## src/rtl/imem_loader_pkg.sv

```systemverilog
// Shared constants and loader FSM encoding for the instruction memory subsystem.
// The instruction memory and pipeline import the same sizes.
package imem_loader_pkg;

    localparam int IMEM_ADDR_W = 6;
    localparam int IMEM_DEPTH  = 64;
    localparam int IMEM_DATA_W = 16;
    localparam int BYTE_W      = 8;

    typedef enum logic [2:0] {
        ST_IDLE = 3'd0,
        ST_LO   = 3'd1,
        ST_HI   = 3'd2,
        ST_WR   = 3'd3,
        ST_DONE = 3'd4
    } load_state_e;

endpackage

```

## src/rtl/imem_loader.sv

```systemverilog
// Bulk loader for the instruction memory: packs a byte stream into 16-bit words,
// writes them through memory port 1 and stalls the core while a load runs.
module imem_loader
    import imem_loader_pkg::*;
#(
    parameter int ADDR_W = IMEM_ADDR_W,
    parameter int DEPTH  = IMEM_DEPTH,
    parameter int DATA_W = IMEM_DATA_W
) (
    input  logic              clock,
    input  logic              reset,
    input  logic              load_start,
    input  logic [ADDR_W-1:0] load_base,
    input  logic [ADDR_W:0]   load_count,
    input  logic [BYTE_W-1:0] byte_in,
    input  logic              byte_valid,
    output logic              byte_ready,
    output logic [ADDR_W-1:0] instruction_wr1,
    output logic [DATA_W-1:0] instruction_wr1_data,
    output logic              instruction_wr1_enable,
    output logic              core_stall,
    output logic              load_busy,
    output logic              load_done,
    output logic              load_error,
    output logic [DATA_W-1:0] load_checksum
);

    localparam int CNT_W = ADDR_W + 1;

    load_state_e       state_q, state_d;
    logic [ADDR_W-1:0] addr_q, addr_d;
    logic [CNT_W-1:0]  remaining_q, remaining_d;
    logic [BYTE_W-1:0] low_q, low_d;
    logic [DATA_W-1:0] checksum_q, checksum_d;
    logic [ADDR_W-1:0] wr_addr_q, wr_addr_d;
    logic [DATA_W-1:0] wr_data_q, wr_data_d;
    logic              wr_en_q, wr_en_d;
    logic              ready_q, ready_d;
    logic              busy_q, busy_d;
    logic              done_q, done_d;
    logic              error_q, error_d;

    logic              xfer;
    logic [CNT_W-1:0]  start_count;

    assign xfer = byte_valid && ready_q;

    // Any count with the top bit set means a full-memory load.
    assign start_count = load_count[ADDR_W] ? CNT_W'(DEPTH) : load_count;

    always_comb begin
        // NOTE: every signal gets a default before the case so no path leaves it unassigned (no latch).
        state_d     = state_q;
        addr_d      = addr_q;
        remaining_d = remaining_q;
        low_d       = low_q;
        checksum_d  = checksum_q;
        wr_addr_d   = wr_addr_q;
        wr_data_d   = wr_data_q;
        error_d     = load_start && (state_q != ST_IDLE);

        case (state_q)
            ST_IDLE: begin
                if (load_start) begin
                    addr_d      = load_base;
                    remaining_d = start_count;
                    checksum_d  = '0;
                    state_d     = (start_count == '0) ? ST_DONE : ST_LO;
                end
            end
            ST_LO: begin
                if (xfer) begin
                    low_d   = byte_in;
                    state_d = ST_HI;
                end
            end
            ST_HI: begin
                if (xfer) begin
                    wr_data_d = {byte_in, low_q};
                    wr_addr_d = addr_q;
                    state_d   = ST_WR;
                end
            end
            ST_WR: begin
                checksum_d  = checksum_q + wr_data_q;
                addr_d      = addr_q + 1'b1;
                remaining_d = remaining_q - 1'b1;
                state_d     = (remaining_q == CNT_W'(1)) ? ST_DONE : ST_LO;
            end
            ST_DONE: begin
                state_d = ST_IDLE;
            end
            default: begin
                state_d = ST_IDLE;
            end
        endcase

        // Outputs are decoded from the next state so they are registered alongside it.
        ready_d = (state_d == ST_LO) || (state_d == ST_HI);
        busy_d  = (state_d == ST_LO) || (state_d == ST_HI) || (state_d == ST_WR);
        wr_en_d = (state_d == ST_WR);
        done_d  = (state_d == ST_DONE);
    end

    // NOTE: sequential state uses non-blocking assignments so all flops update together at the edge.
    always_ff @(posedge clock or posedge reset) begin
        if (reset) begin
            state_q     <= ST_IDLE;
            addr_q      <= '0;
            remaining_q <= '0;
            low_q       <= '0;
            checksum_q  <= '0;
            wr_addr_q   <= '0;
            wr_data_q   <= '0;
            wr_en_q     <= 1'b0;
            ready_q     <= 1'b0;
            busy_q      <= 1'b0;
            done_q      <= 1'b0;
            error_q     <= 1'b0;
        end else begin
            state_q     <= state_d;
            addr_q      <= addr_d;
            remaining_q <= remaining_d;
            low_q       <= low_d;
            checksum_q  <= checksum_d;
            wr_addr_q   <= wr_addr_d;
            wr_data_q   <= wr_data_d;
            wr_en_q     <= wr_en_d;
            ready_q     <= ready_d;
            busy_q      <= busy_d;
            done_q      <= done_d;
            error_q     <= error_d;
        end
    end

    assign byte_ready             = ready_q;
    assign instruction_wr1        = wr_addr_q;
    assign instruction_wr1_data   = wr_data_q;
    assign instruction_wr1_enable = wr_en_q;
    assign core_stall             = busy_q;
    assign load_busy              = busy_q;
    assign load_done              = done_q;
    assign load_error             = error_q;
    assign load_checksum          = checksum_q;

endmodule

```

## config.mk

```make
export PLATFORM = sky130hd
export DESIGN_NAME = imem_loader
export DESIGN_NICKNAME = d
export VERILOG_FILES = /design/src/rtl/imem_loader_pkg.sv /design/src/rtl/imem_loader.sv
export SDC_FILE = /design/constraint.sdc
export NUM_CORES = 1
export LEC_CHECK = 0
export ABC_AREA = 1
export CAP_MARGIN = 10
export CORE_MARGIN = 8
export CORE_UTILIZATION = 50
export DETAILED_ROUTE_END_ITERATION = 10
export HOLD_SLACK_MARGIN = 0.05
export PLACE_DENSITY = 0.84
export SLEW_MARGIN = 40
export SYNTH_ARGS = -nofsm -noshare
export SYNTH_HDL_FRONTEND = slang
export SYNTH_SLANG_ARGS = --single-unit
```

## constraint.sdc

```tcl
create_clock -name clock -period 5.4 [get_ports clock]
set_input_delay 1.35 -clock clock [delete_from_list [all_inputs] [get_ports clock]]
set_output_delay 1.35 -clock clock [all_outputs]
set_load 0.02 [all_outputs]
```

==> qor.yml <==
grt:
  grt_pass1_wl_um: 15370
  grt.total_usage_pct: 18.71
  grt_max_degree: 42
  gr-total-overflow: 0
  grt_pass1_vias: 3301
  antenna_found_initial: 0
logic_synthesis:
  ys_ff_latch: 67
  synth_area_um2: 3782
  syn_inst: 485
  async_reset_ff_share_pct: 100.0
  synth.yosys.seq_area_share_pct: 44.33
  syn_nets: 529
  postSynthAreaPerCell_um2: 7.799
  synth_edf_count: 0
  ys_warn_count: 0
  synth-main-ff-cell: "dfrtp_1"
  ys_types: 43
timing:
  worst_hold_slack_ps: 480.4
  worstMarginPinSlew_ps: 565.4
  slew_viol_final: 0
  fin_crit_sh_pct: 51.07
  finalClockSkew_ps: 5.539
  fin_setup_tns_ps: 0
  setup_viol: 0
  hold_violations: 0
  setup_ws_ps: 2642
  layout_min_cycle_time_ps: 2758
  relSlewSlack_pct: 62.25
  rsz0062_at_grt: "no"
  max_freq_mhz: 362.6
critical_path:
  crit_type: "reg2out"
  cp-start-kind: "register"
  cp_slowest_stage_delay_ps: 640
  crit_path_max_fanout: 3
  cp_top_family: "buffers and inverters"
  path_buf_inv: 1
  worstPathRequired_ps: 4050
  endpoint_kind: "primary output"
  critPathArrivalTime_ps: 1410
  critPathSlowestCell: "clkdlybuf4s50_1"
  path_cells: "clkdlybuf4s50_1"
cts:
  clockBufferDepth: 2
  cts_tree: "done"
  clkSinkCount: 67
  post_cts_buffers: 0
  htreeDepth: 3
  postCtsHoldBufs: 0
  cts-root-buf: "clkbuf_8"
  cts_buffers: 9
  clk_pin_slew_worst_paths_ps: 70
  cts_resized: 0
  clk_latency_ps: 340
floorplanning:
  coreArea_um2: 7292
  fp.dieW_um: 103.0
  ioPinCount: 69
  initial_utilization_pct: 51.87
  die_area_um2: 10600
  fp.dieH_um: 103.0
  row_count: 31
final_layout:
  register_area_um2: 1677
  nNetsFinal: 597
  stdcell_area_um2: 4745
  layout_commonest_cell: "nand2_1"
  drive_gt1_share_pct: 6.631
  multi_input_area_um2: 1768
  n_antenna_cell: 0
  area.growth.synth_to_final_pct: 25.44
  mostFrequentLayoutCells: "nand2_1 (165), clkdlybuf4s50_1 (68), dfrtp_1 (67)"
  fillerInstances: 632
placed_design:
  place_ws_ps: 2540
  place.gp.congestion: 0.8936
  placed_area_um2: 4503
  dp_hpwl_um: 7028
  io_buffers: 68
routing:
  drt-vias-per-instance: 5.161
  ant_nets: 0
  wl_per_cell_um: 14.25
  first_iter_violations: 247
  dr.pass1.iters: 5
  vias: 3391
  routed_wl_um: 9363
  drc: 0
run_status:
  status: "complete, no violations"
power:
  p_per_area_nw_per_um2: 610.3
  ir_worst_vdd_v: 0.0002913
  power_leakage_uw: 0.002458
run:
  cap_violations: 0
worst_hold_path:
  min_path_type: "reg2reg"
[worst paths after layout]
path / cells after the start / startpoint / slack [ps] / to
worst max-delay path: 1 / instruction_wr1_data[11] / 2640 / instruction_wr1_data[11]
worst min-delay path: 2 / low_q[3] / 480 / instruction_wr1_data[3]
worst max register to register: 10 / instruction_wr1_data[0] / 3520 / load_checksum[8]
worst min register to register: 2 / low_q[3] / 480 / instruction_wr1_data[3]
max in group asynchronous: 3 / reset / 3100 / load_checksum[15]
min in group asynchronous: 2 / reset / 1380 / core_stall
[cell usage after synthesis, types with 2 or more instances]
cell type	instances	share of area, %
a21oi_1	15	2.0
a22o_1	2	0.46
a31oi_1	3	0.50
buf_2	4	0.53
buf_4	5	0.99
buf_6	3	0.89
dfrtp_1	67	44
ha_1	18	6.0
inv_1	60	6.0
inv_2	4	0.40
nand2_1	165	16
nand2_2	2	0.33
nand2_4	2	0.60
nand3_1	22	2.9
nand3_4	2	0.93
nand3b_1	4	0.79
nand4_1	2	0.33
nor2_1	25	2.5
nor2_2	4	0.66
nor3_1	7	0.93
o21ai_0	24	3.2
o21ai_1	18	2.4
o22ai_1	3	0.50
xor2_1	5	1.2
[metal layers]
layer / part of all wire [%] / track usage, %
met5: 0 / 0
met2: 48 / 30.02
met1: 44 / 23.27
met4: 2.1 / 9.455
met3: 6.4 / 3.984
[state kept, by name (all words and copies together), names as in the netlist]
name and count:
byte_ready 1, instruction_wr1 6, instruction_wr1_data 16, instruction_wr1_enable 1, state_q 3, remaining_q 7, low_q 8, load_error 1
core_stall 1, load_done 1, load_checksum 16, addr_q 6
[final cells by class]
class | instances | share of cell area [%]
multi-input combinational | 341 | 37.26
sequential | 67 | 35.34
tap | 99 | 2.611
inverter | 65 | 5.195
timing repair buffer | 69 | 14.50
clock buffer | 11 | 2.980
clock inverter | 5 | 2.110
[power by group]
part	internal [uW]	total, uW	switching, uW	leakage [uW]
registers	725	922	197	0.000858
logic	595	1470	875	0.00148
clock network	318	504	186	0.000123
total	1640	2900	1260	0.00246
[cell families (layout without fill, tap and decap cells)]
kind of cell             Yosys count  in the layout  synth area share, %
AO/OA/AOI/OAI                     75             75                11.45
XOR/XNOR                           6              6                1.389
adder cells (fa/ha/maj)           19             19                6.484
buffers and inverters             77            150                8.932
flip-flops                        67             67                44.33
AND/OR/NAND/NOR                  241            241                27.42
[stage by stage]
step	cells	util [%]	total power [uW]
finish	657	65.07	2896
global route	657	65.07	3122
CTS	657	65.07	2908
detailed placement	641	61.75	2392
global placement	641	61.75	2335
floorplan	485	-	1872
No activity file was read; power rests on OpenSTA's default activity.
